[config.mk]
export PLATFORM = sky130hd
export DESIGN_NAME = uart_win_cmd
export DESIGN_NICKNAME = d
export VERILOG_FILES = /design/src/rtl/uart_win_cmd_pkg.sv /design/src/rtl/uart_win_cmd_timeout.sv /design/src/rtl/uart_win_cmd.sv
export SDC_FILE = /design/constraint.sdc
export NUM_CORES = 1
export LEC_CHECK = 0
export ABC_AREA = 1
export CORE_ASPECT_RATIO = 0.7
export CORE_MARGIN = 1.5
export CORE_UTILIZATION = 59
export DETAILED_ROUTE_END_ITERATION = 8
export MAX_ROUTING_LAYER = met4
export PLACE_DENSITY = 0.79
export SLEW_MARGIN = 20
export SYNTH_ARGS = -nofsm -noshare
export SYNTH_HDL_FRONTEND = slang
export SYNTH_HIERARCHICAL = 1
export SYNTH_SLANG_ARGS = --single-unit
[constraint.sdc]
create_clock -name sys_clk -period 2.9 [get_ports sys_clk]
set_clock_uncertainty 0.2 [all_clocks]
set_input_delay 0.29 -clock sys_clk [delete_from_list [all_inputs] [get_ports sys_clk]]
set_output_delay 0.29 -clock sys_clk [all_outputs]
set_load 0.03 [all_outputs]
[src/rtl/uart_win_cmd_pkg.sv]
// uart_win_cmd_pkg: shared states, protocol bytes and window range helper
package uart_win_cmd_pkg;
  typedef enum logic [2:0] {IDLE, CMD, PAYLOAD, CSUM, CHECK} state_t;
  localparam logic [7:0] HDR = 8'hA5;
  localparam logic [7:0] ACK = 8'h06;
  localparam logic [7:0] NAK = 8'h15;
  localparam logic [7:0] CMD_SET = 8'h01;
  localparam logic [7:0] CMD_RESTORE = 8'h02;
  // True when pos/len both fit 10 bits, len is non-zero and pos+len stays within lim
  function automatic logic span_ok(input logic [15:0] pos, input logic [15:0] len, input logic [11:0] lim);
    return pos[15:10] == 6'd0 && len[15:10] == 6'd0 && len != 16'd0 &&
           ({2'b00, pos[9:0]} + {2'b00, len[9:0]}) <= lim;
  endfunction
endpackage

[src/rtl/uart_win_cmd_timeout.sv]
// uart_win_cmd_timeout: inter-byte idle watchdog with single-cycle expiry pulse
module uart_win_cmd_timeout #(
  parameter int TIMEOUT_CYC = 250000
) (
  input  logic clk,
  input  logic rst,
  input  logic en,
  input  logic clr,
  output logic expired
);
  localparam int W = $clog2(TIMEOUT_CYC + 1);
  logic [W-1:0] cnt;
  assign expired = en && !clr && cnt == '0;
  // Reload while idle, on every byte and on expiry; otherwise count down
  always_ff @(posedge clk) begin
    if (rst) cnt <= '0;
    else if (!en || clr || cnt == '0) cnt <= W'(TIMEOUT_CYC - 1);
    else cnt <= cnt - 1'b1;
  end
endmodule

[src/rtl/uart_win_cmd.sv]
// uart_win_cmd: framed UART window command parser with frame-aligned commit
module uart_win_cmd
  import uart_win_cmd_pkg::*;
#(
  parameter int H_MAX = 1280,
  parameter int V_MAX = 720,
  parameter int DEF_X = 0,
  parameter int DEF_Y = 0,
  parameter int DEF_W = 640,
  parameter int DEF_H = 480,
  parameter int TIMEOUT_CYC = 250000
) (
  input  logic       sys_clk,
  input  logic       sys_rst,
  input  logic [7:0] pi_data,
  input  logic       pi_flag,
  input  logic       frame_start,
  output logic [9:0] x,
  output logic [9:0] y,
  output logic [9:0] w,
  output logic [9:0] h,
  output logic [7:0] ack_data,
  output logic       ack_flag,
  output logic       pend
);
  state_t state, state_n;
  logic [7:0] cmd, acc;
  logic [63:0] pay;
  logic [2:0] idx;
  logic csum_ok, expired, set_ok, accept;
  logic [9:0] px, py, pw, ph, nx, ny, nw, nh;

  uart_win_cmd_timeout #(.TIMEOUT_CYC(TIMEOUT_CYC)) u_timeout (
    .clk(sys_clk),
    .rst(sys_rst),
    .en(state != IDLE),
    .clr(pi_flag),
    .expired(expired)
  );

  // State register
  always_ff @(posedge sys_clk) begin
    if (sys_rst) state <= IDLE;
    else state <= state_n;
  end

  // Next-state: bytes advance the packet, an idle gap abandons it, CHECK lasts one cycle
  always_comb begin
    state_n = state;
    case (state)
      IDLE:    if (pi_flag && pi_data == HDR) state_n = CMD;
      CMD:     if (pi_flag) state_n = (pi_data == CMD_SET) ? PAYLOAD : CSUM;
               else if (expired) state_n = IDLE;
      PAYLOAD: if (pi_flag && idx == 3'd7) state_n = CSUM;
               else if (expired) state_n = IDLE;
      CSUM:    if (pi_flag) state_n = CHECK;
               else if (expired) state_n = IDLE;
      default: state_n = IDLE;
    endcase
  end

  // Capture cmd, shift in payload and run the XOR checksum
  always_ff @(posedge sys_clk) begin
    if (sys_rst) begin
      cmd <= '0;
      acc <= '0;
      pay <= '0;
      idx <= '0;
      csum_ok <= 1'b0;
    end else if (pi_flag) begin
      case (state)
        CMD: begin
          cmd <= pi_data;
          acc <= pi_data;
          idx <= '0;
        end
        PAYLOAD: begin
          pay <= {pay[55:0], pi_data};
          acc <= acc ^ pi_data;
          idx <= idx + 3'd1;
        end
        CSUM: csum_ok <= (pi_data == acc);
        default: ;
      endcase
    end
  end

  assign set_ok = span_ok(pay[63:48], pay[31:16], 12'(H_MAX)) && span_ok(pay[47:32], pay[15:0], 12'(V_MAX));
  assign accept = state == CHECK && csum_ok && (cmd == CMD_RESTORE || (cmd == CMD_SET && set_ok));
  assign nx = (cmd == CMD_SET) ? pay[57:48] : 10'(DEF_X);
  assign ny = (cmd == CMD_SET) ? pay[41:32] : 10'(DEF_Y);
  assign nw = (cmd == CMD_SET) ? pay[25:16] : 10'(DEF_W);
  assign nh = (cmd == CMD_SET) ? pay[9:0] : 10'(DEF_H);

  // Respond once per checked packet, stage accepted windows, commit them on frame_start
  always_ff @(posedge sys_clk) begin
    if (sys_rst) begin
      {x, y, w, h} <= {10'(DEF_X), 10'(DEF_Y), 10'(DEF_W), 10'(DEF_H)};
      {px, py, pw, ph} <= {10'(DEF_X), 10'(DEF_Y), 10'(DEF_W), 10'(DEF_H)};
      pend <= 1'b0;
      ack_flag <= 1'b0;
      ack_data <= 8'h00;
    end else begin
      ack_flag <= state == CHECK;
      if (state == CHECK) ack_data <= accept ? ACK : NAK;
      if (frame_start && pend) {x, y, w, h} <= {px, py, pw, ph};
      if (accept) {px, py, pw, ph} <= {nx, ny, nw, nh};
      pend <= accept || (pend && !frame_start);
    end
  end
endmodule

# --- Yosys cells after proc, flatten, opt, wreduce, memory -nomap -nowiden ---
# Cells that the tools add are included.
op_classes:
  add_sub_neg: 4
  n_mul: 0
  n_div: 0
  magnitude_cmp: 2
  n_eq_ne: 11
  shifts: 0
  mux: 15
  n_bitwise: 1
  n_reduce_logical: 38
ops:
  columns: ["operator", "count"]
  rows:
  - ["10-bit 2-to-1 mux", 4]
  - ["16-bit nonzero test", 2]
  - ["6-bit zero test", 4]
  - ["10-bit by 10-bit adder with 11-bit output", 2]
  - ["18-bit zero test", 1]
  - ["18-bit 2-to-1 mux", 1]
  - ["18-bit by 1-bit subtractor with 18-bit output (second input constant)", 1]
  - ["8-bit by 1-bit equality test with 1-bit output (second input constant)", 2]
  - ["1-bit logical AND", 16]
  - ["8-bit case mux with 2 select lines", 1]
  - ["3-bit 2-to-1 mux", 5]
  - ["3-bit case mux with 4 select lines", 1]
  - ["11-bit by 10-bit less-or-equal comparator with 1-bit output (second input constant)", 1]
  - ["11-bit less-or-equal comparator (second input constant)", 1]
  - ["8-bit by 2-bit equality test with 1-bit output (second input constant)", 1]
  - ["8-bit equality test", 1]
  - ["8-bit equality test (second input constant)", 1]
  - ["2-bit AND reduction", 4]
  - ["8-bit XOR", 1]
  - ["3-bit by 2-bit equality test with 1-bit output (second input constant)", 2]
  - ["3-bit equality test (second input constant)", 2]
  - ["3-bit case mux with 2 select lines", 1]
  - ["5-bit 2-to-1 mux", 1]
  - ["1-bit logical OR", 4]
  - ["other kinds (9)", 11]
word_totals:
  register_bits: 195
  latch_bits: 0
  ramBits: 0
  mem_bits_ro: 0
  inputBits: 12
  out_inout_bits: 50
  wordCells: 90
  n_memories: 0

# --- Depth between registers and ports, before layout ---
# Gate-level depths: netlist of the first run.
logic_depth:
  word_depth: 9
  ltp_mapped: 19
  mapped_depth_nobuf: 18

# --- Cells and area by module ---
# The synthesis of the first run kept the hierarchy.
modules_own_cells:
  columns: ["mod", "n_inst", "cells_per_inst", "area_per_inst_um2", "seq_area_each_um2"]
  rows:
  - ["uart_win_cmd", 1, 1129, 7936.4, 3443.3]
  - ["uart_win_cmd_timeout", 1, 143, 1071.0, 360.3]

# --- Worst setup path before layout of the first run ---
# OpenSTA, ideal clock, no wires.
synth_path:
  kind: "register to register"
  start: "register pay[0]"
  end: "register py[1]"
  setup_time_ps: 112
  t_arrival_ps: 2318
  required_time_ps: 2588
  slack_ps: 270
  path_stages_with_launch: 18
  path_buffers: 2
  period_less_slack_ps: 2630
  path_cell_list: "dfxtp_1 -> ha_1 -> fa_1 -> or2_2 -> nor2_1 -> nand3_1 -> nand2_1 -> nand2_1 -> nand3_1 -> nand2_1 -> a21oi_1 -> nand2_1 -> nand2_2 -> buf_6 -> buf_6 -> nand3_2 -> nand2_1 -> nor2_2"
synth_between:
  elab_chain_len: 7
synth_rtl:
  columns: ["element", "line", "rtl"]
  rows:
  - ["from (decl)", "uart_win_cmd.sv:28", "logic [63:0] pay;"]
  - ["from (signal assigned)", "uart_win_cmd.sv:78", "pay <= {pay[55:0], pi_data};"]
  - ["10-bit by 10-bit adder with 11-bit output / 16-bit nonzero test (equally long branches)", "uart_win_cmd_pkg.sv:12, uart_win_cmd_pkg.sv:11", null]
  - ["11-bit by 10-bit less-or-equal comparator with 1-bit output (not written as such) / 1-bit logical AND (equally long branches)", "uart_win_cmd_pkg.sv:12, uart_win_cmd_pkg.sv:11", null]
  - ["1-bit logical AND (*)", "uart_win_cmd_pkg.sv:11", "return pos[15:10] == 6'd0 && len[15:10] == 6'd0 && len != 16'd0 &&"]
  - ["1-bit logical AND (*)", "uart_win_cmd.sv:88", "assign set_ok = span_ok(pay[63:48], pay[31:16], 12'(H_MAX)) && span_ok(pay[47:32], pay[15:0], 12'(V_MAX));"]
  - ["1-bit logical AND (*)", "uart_win_cmd.sv:89", "assign accept = state == CHECK && csum_ok && (cmd == CMD_RESTORE || (cmd == CMD_SET && set_ok));"]
  - ["1-bit logical OR (*)", "uart_win_cmd.sv:89", null]
  - ["1-bit logical AND (*)", "uart_win_cmd.sv:89", null]
  - ["to (signal assigned)", "uart_win_cmd.sv:99", "{px, py, pw, ph} <= {10'(DEF_X), 10'(DEF_Y), 10'(DEF_W), 10'(DEF_H)};"]
  - ["to (signal assigned)", "uart_win_cmd.sv:107", "if (accept) {px, py, pw, ph} <= {nx, ny, nw, nh};"]
  - ["to (decl)", "uart_win_cmd.sv:31", "logic [9:0] px, py, pw, ph, nx, ny, nw, nh;"]
# Every way passes the cells marked *; elsewhere a longest branch is shown, timed or not.
# A chain may end at the register's enable or synchronous reset.

# --- Final worst setup path of the first run ---
layout_path:
  start: "register pay[32]"
  end: "register ph[5]"
layout_between:
  elab_chain_len: 7
layout_rtl:
  columns: ["element", "line", "rtl"]
  rows:
  - ["10-bit by 10-bit adder with 11-bit output", "uart_win_cmd_pkg.sv:12", "({2'b00, pos[9:0]} + {2'b00, len[9:0]}) <= lim;"]
  - ["11-bit by 10-bit less-or-equal comparator with 1-bit output (not written as such)", "uart_win_cmd_pkg.sv:12", null]
  - ["1-bit logical AND", "uart_win_cmd_pkg.sv:11", null]
  - ["1-bit logical AND", "uart_win_cmd.sv:88", null]
  - ["1-bit logical AND", "uart_win_cmd.sv:89", null]
  - ["1-bit logical OR", "uart_win_cmd.sv:89", null]
  - ["1-bit logical AND", "uart_win_cmd.sv:89", null]
  - ["to (signal assigned)", "uart_win_cmd.sv:99", null]
  - ["to (signal assigned)", "uart_win_cmd.sv:107", null]
  - ["to (decl)", "uart_win_cmd.sv:31", null]
# No other way between the ends.

==> results.ini, run 1 <==
[detailed_routing]
vias = 8325
drt_first_pass_iters = 5
drtIter0Drc = 754
via_per_inst = 5.44
drtAntennaViolNets = 0
drt-total-wl_mm = 23.4
drt-wirelength-per-cell_um = 15.3
post-route-drc-count = 0

[placement]
place_area_um2 = 9850
port_buffers = 57
gp_congestion = 0.932
pre_cts_slack_ns = 0.133
hpwlAfterDp_mm = 16.0

[critical_path]
cp-end-kind = flop
critical_path_class = reg2reg
startpoint_type = flop
critical_path_arrival_ns = 2.87
path_max_fanout = 11
worstPathRequired_ns = 2.99

[clock_tree]
ctsResizeCount = 0
clkTransAtPathRegs_ns = 0.07
insertion_delay_ns = 0.44
cts_tree = built
h-tree-depth = 4
post-cts-setup-buffers = 0
clock_path_buffers = 2
cts_made_buffers = 17
cts-root-buf = clkbuf_16
hold_buffers = 0
clock-sinks = 190

[global_routing]
grt.total_usage_pct = 30.5
grt_pass1_wl_mm = 37.1
antenna_found_initial = 0
grt_max_degree = 81
grt_pass1_vias = 7350
grt_overflow = 0

[pwr]
peakVddDrop_mv = 0.464
switching_share_pct = 22.3
power_density_nw_per_um2 = 503
p_sw_uw = 1190
total_power_uw = 5320
clockPowerShare_pct = 46.9
p_leak_uw = 0.00454
p_seq_share_pct = 49.5
comb_power_share_pct = 3.7
p_int_uw = 4130

[timing]
hold_slack_ns = 0.253
finalHoldViolCount = 0
finalSetupViolCount = 0
fin_crit_sh_pct = 95.7
tns_ns = 0
worst_slew_pin_slew_ns = 0.558
finalWorstPathRequiredPeriod_ns = 2.78
max_slew_margin_pct = 62.7
rsz0062_at_grt = false
max_freq_mhz = 360
fin_ws_ns = 0.124
slew_violations = 0

[die]
core_um2 = 14800
num_rows = 37
io_pins = 62
die-area_um2 = 16000
die_w_um = 151
die_y_um = 106
start_util_pct = 60.8

[job]
maxCapViolations = 0

[final_layout]
final_layout_size_suffix_gt1_share_pct = 9.82
num_antenna_cells = 0
nNetsFinal = 1360
layout_common_cells = 241 x nand2_1, 212 x nor2_1, 188 x dfxtp_1, 121 x o21ai_0, 112 x inv_1
syn2layout_area_growth_pct = 17.3
fin_area_um2 = 10600
final_common_cell = nand2_1

[hold_path]
hp-class = reg2reg

[outcome]
status = finished clean

[yosys]
seq_area_frac_synth_pct = 42.2
synth_flop_cell = dfxtp_1
synthCells = 1272
synth_seq_cells = 190
synth_edf_count = 0
synth.avg_cell_area_um2 = 7.08
synth_warnings = 6
synth_cell_types = 40
async_flop_share_pct = 0
syn_area_um2 = 9010

-- path summary, 6_finish.rpt --
| check | slack (ns) | endpoint | from | cells past startpoint |
|---|---|---|---|---|
| worst min register to register | 0.25 | cmd[2] | cmd[2] | 2 |
| worst min-delay path | 0.25 | cmd[2] | cmd[2] | 2 |
| worst max register to register | 0.12 | ph[5] | pay[32] | 16 |
| worst max-delay path | 0.12 | ph[5] | pay[32] | 16 |
-- critical path, stage by stage, from the launching register on --
cell	delay, ns
dfxtp_2	0.37
ha_4	0.15
fa_2	0.43
or2_2	0.31
nor2_1	0.10
nand3_1	0.09
nand2_1	0.06
nand2_1	0.05
nand3_1	0.06
nand2_1	0.07
a21oi_2	0.13
nand2_2	0.07
nand2_4	0.13
nand2_8	0.09
buf_12	0.17
nand2_1	0.05
nand3_1	0.09
-- sequential cells by signal, summed over array words and instances, names as in the netlist, 10 cells and up --
signal	count
h	10
pay	64
ph	10
pw	10
px	10
py	10
u_timeout/cnt	18
w	10
x	10
y	10
-- synthesized netlist by cell type, types with 12 or more instances --
library cell	number	share of area, %
nand2_1	243	10
nor2_1	214	8.9
dfxtp_1	190	42
o21ai_0	121	6.7
inv_1	113	4.7
a21oi_1	107	5.9
nand3_1	73	4.1
clkbuf_1	44	1.8
ha_1	24	3.3
nor2_2	14	0.97
nand4_1	12	0.83
nor3_1	12	0.67
xor2_1	12	1.2
-- metrics by stage --
step / instances / util, %
after floorplan: 1275 / -
after global placement: 1496 / 66.5
after detailed placement: 1496 / 66.5
after CTS: 1527 / 70.6
after global routing: 1529 / 71.3
final: 1529 / 71.3
-- layout make-up --
cell class / count / area [um2]
clock inverters: 12 / 184
clock buffers: 19 / 433
fillers: 1241 / 4250
multi-input cells: 904 / 4530
inverters: 118 / 444
well taps: 195 / 244
repair buffers: 91 / 923
flip-flops and latches: 190 / 3810
-- logic make-up (layout without fill, tap and decap cells) --
group,Yosys count,count (layout),share of synthesized area [%]
xor gates and xnor gates,19,19,1.85
and+or+nand+nor,609,609,29.6
AOI/OAI and AO/OA,246,246,14.2
other,1,4,0.0416
buffers and inverters,181,240,8.31
DFF,190,190,42.2
adders and majority gates,26,26,3.78
-- per-layer routing --
layer | track usage [%] | wire (um) | vias to the layer above
li1 | - | - | 4182
met1 | 44.3 | 11200 | 3768
met2 | 42.2 | 9750 | 344
met3 | 6.87 | 2150 | 31
met4 | 8.11 | 304 | 0
met5 | - | 0 | -
-- power groups by stage --
stage          clock (uW)  sequential (uW)  combinational (uW)
6_report             2490             2630                 195
2_1_floorplan           0             2690                 137
4_1_cts              2500             2630                 193
3_5_place_dp            0             2690                 191
5_1_grt              2600             2630                 216
3_3_place_gp            0             2690                 187
Note: power is estimated with default switching activity, not from simulation.
==> inputs of run 2 (changes only) <==
CORE_UTILIZATION = 53   (was 59)
CTS_CLUSTER_SIZE = 14   (was unset)
PLACE_DENSITY = 0.75   (was 0.79)
clock period = 2.3 ns   (was 2.9 ns; I/O delays follow)
==> run 2 against run 1 <==
Against the previous run: register-to-register slack worse by 0.58 ns; worst setup slack worse by 0.58 ns; the run now ends with negative setup slack left; clock power is 16% higher; design area is 6.2% higher; flip-flop and latch count stayed put.
==> results.ini, run 2 (synthesis results as in run 1) <==
[outcome]
status = finished, violations left
violations = negative setup slack

[clock_tree]
cts-root-buf = clkbuf_16
h-tree-depth = 4
clock-sinks = 190
cts_made_buffers = 17
clock_path_buffers = 2
clkTransAtPathRegs_ns = 0.07
hold_buffers = 0
insertion_delay_ns = 0.45
cts_tree = built

[critical_path]
critical_path_class = reg2reg
cp-end-kind = flop
path_max_fanout = 6
startpoint_type = flop
r2r-start = pay[0]
timing.rr.end = px[2]
crit_slowest_cell = fa_2
critical_path_arrival_ns = 2.94
worstPathRequired_ns = 2.48
crit_top_cell = nand2_2
critPathMaxStageDelay_ns = 0.42
r2r_slack_ns = -0.46
rr_worst_depth = 17
path_cells = ha_4 -> fa_2 -> or2_4 -> nor2_2 -> nand3_1 -> nand2_1 -> nand2_2 -> nand3_2 -> nand2_2 -> a21oi_2 -> nand2_2 -> nand2_4 -> nand2_8 -> buf_12 -> nand2_4 -> nand2_2 -> nor2_2

[pwr]
p_leak_uw = 0.00485
switching_share_pct = 25.3
clockPowerShare_pct = 44.8
p_seq_share_pct = 51.1
peakVddDrop_mv = 0.495
comb_power_share_pct = 4.0
power_density_nw_per_um2 = 578
p_int_uw = 4840
p_sw_uw = 1640

[die]
die_y_um = 112
num_rows = 39
core_um2 = 16400
die_w_um = 159
io_pins = 62
die-area_um2 = 17800
start_util_pct = 54.8

[placement]
gp_congestion = 0.905
port_buffers = 57
dp.cells = 1571
hpwlAfterDp_mm = 16.5

[timing]
rsz0062_at_grt = true
slew_violations = 0
finalSetupViolCount = 43
fin_crit_sh_pct = 120
worst_slew_pin_slew_ns = 0.507
max_freq_mhz = 363
finalHoldViolCount = 0
fin_ws_ns = -0.459
finalWorstPathRequiredPeriod_ns = 2.76
max_slew_margin_pct = 66.2

[global_routing]
grt.total_usage_pct = 27.8
grt_pass1_wl_mm = 38.7
grt_max_degree = 61
antenna_found_initial = 0
grt_overflow = 0
grt_pass1_vias = 7691

[detailed_routing]
drt-total-wl_mm = 23.9
drtAntennaViolNets = 0
wl_met2_mm = 10.1
post-route-drc-count = 0
drt_first_pass_iters = 5
vias = 8578
drt-met1-wl_mm = 11.7
top_layer = met4
drtIter0Drc = 816
route.met3.wl_mm = 1.89
via_per_inst = 5.32
drt-wirelength-per-cell_um = 14.9

[final_layout]
utilization_pct = 68.2
nNetsFinal = 1411
final_layout_size_suffix_gt1_share_pct = 15.9
final_common_cell = nand2_1
fin_cells = 1611
largest_register_ff_count = 64
reg_top3 = pay x64, u_timeout/cnt x18
layout_common_cells = 232 x nand2_1, 205 x nor2_1, 188 x dfxtp_1, 121 x o21ai_0, 112 x inv_1
num_antenna_cells = 0
largest-register = pay
syn2layout_area_growth_pct = 24.6

[job]
maxCapViolations = 0

[hold_path]
hp-start = pi_data[4]
whs_endpoint = acc[4]
hp-class = in2reg
whs_path_depth = 3

-- run 2: cell type report --
class                           instances  area [um2]
Timing Repair Buffer                  142        1450
Inverter                              118         444
Clock buffer                           17         425
Tap cell                              225         282
Fill cell                            1371        5220
Sequential cell                       190        3810
Multi-Input combinational cell        904        4670
Clock inverter                         15         145
-- run 2: worst max-delay path: cells and delay by family, from the launching register on --
| kind | cells | cell delay, ns |
|---|---|---|
| buffers and inverters | 1 | 0.16 |
| and+or+nand+nor | 13 | 1.23 |
| AOI/OAI and AO/OA | 1 | 0.18 |
| DFF | 1 | 0.36 |
| adders and majority gates | 2 | 0.56 |
-- run 2: metrics by stage --
stage	setup TNS (ns)	setup slack [ns]	cell area (um2)	total power, uW	hold WS [ns]
global route	-22.89	-0.570	11200	6680	0.271
detailed placement	-16.05	-0.412	10300	3650	0.244
floorplan	-5.89	-0.188	9080	3560	0.102
global placement	-15.71	-0.400	10300	3640	0.236
CTS	-13.82	-0.360	11000	6500	0.249
finish	-17.37	-0.459	11200	6480	0.255
-- run 2: timing repair --
| item | 4_1_cts | 5_1_grt |
|---|---|---|
| cloned | 2 | 4 |
| resized for setup | 17 | 25 |
| endpoints found under the hold margin | 0 | 0 |
| setup buffers | 2 | 0 |
| pin swaps | 8 | 17 |
| setup endpoints to repair | 43 | 43 |
-- run 2: worst max-delay path by stage --
stage / startpoint / endpoint
2_1_floorplan: pay[0] / py[1]
3_3_place_gp: pay[32] / pw[6]
3_5_place_dp: pay[32] / pw[6]
4_1_cts: pay[32] / py[0]
5_1_grt: pay[0] / px[7]
6_report: pay[0] / px[2]
-- run 2: metal layers --
layer	vias up	GRT usage, %
li1	4290	-
met1	3958	40.2
met2	307	39.8
met3	23	4.84
met4	0	7.62
met5	-	-
-- run 2: power groups by stage --
| stage | clock network (uW) | logic, uW | registers [uW] |
|---|---|---|---|
| 5_1_grt | 3080 | 288 | 3320 |
| 3_3_place_gp | 0 | 249 | 3390 |
| 3_5_place_dp | 0 | 253 | 3390 |
| 4_1_cts | 2920 | 258 | 3310 |
| 6_report | 2900 | 262 | 3310 |
| 2_1_floorplan | 0 | 173 | 3390 |
==> inputs of run 3 (changes only) <==
CAP_MARGIN = 0   (was unset)
==> results of run 3 <==
Final layout, timing and power as in run 2 (identical DEF).
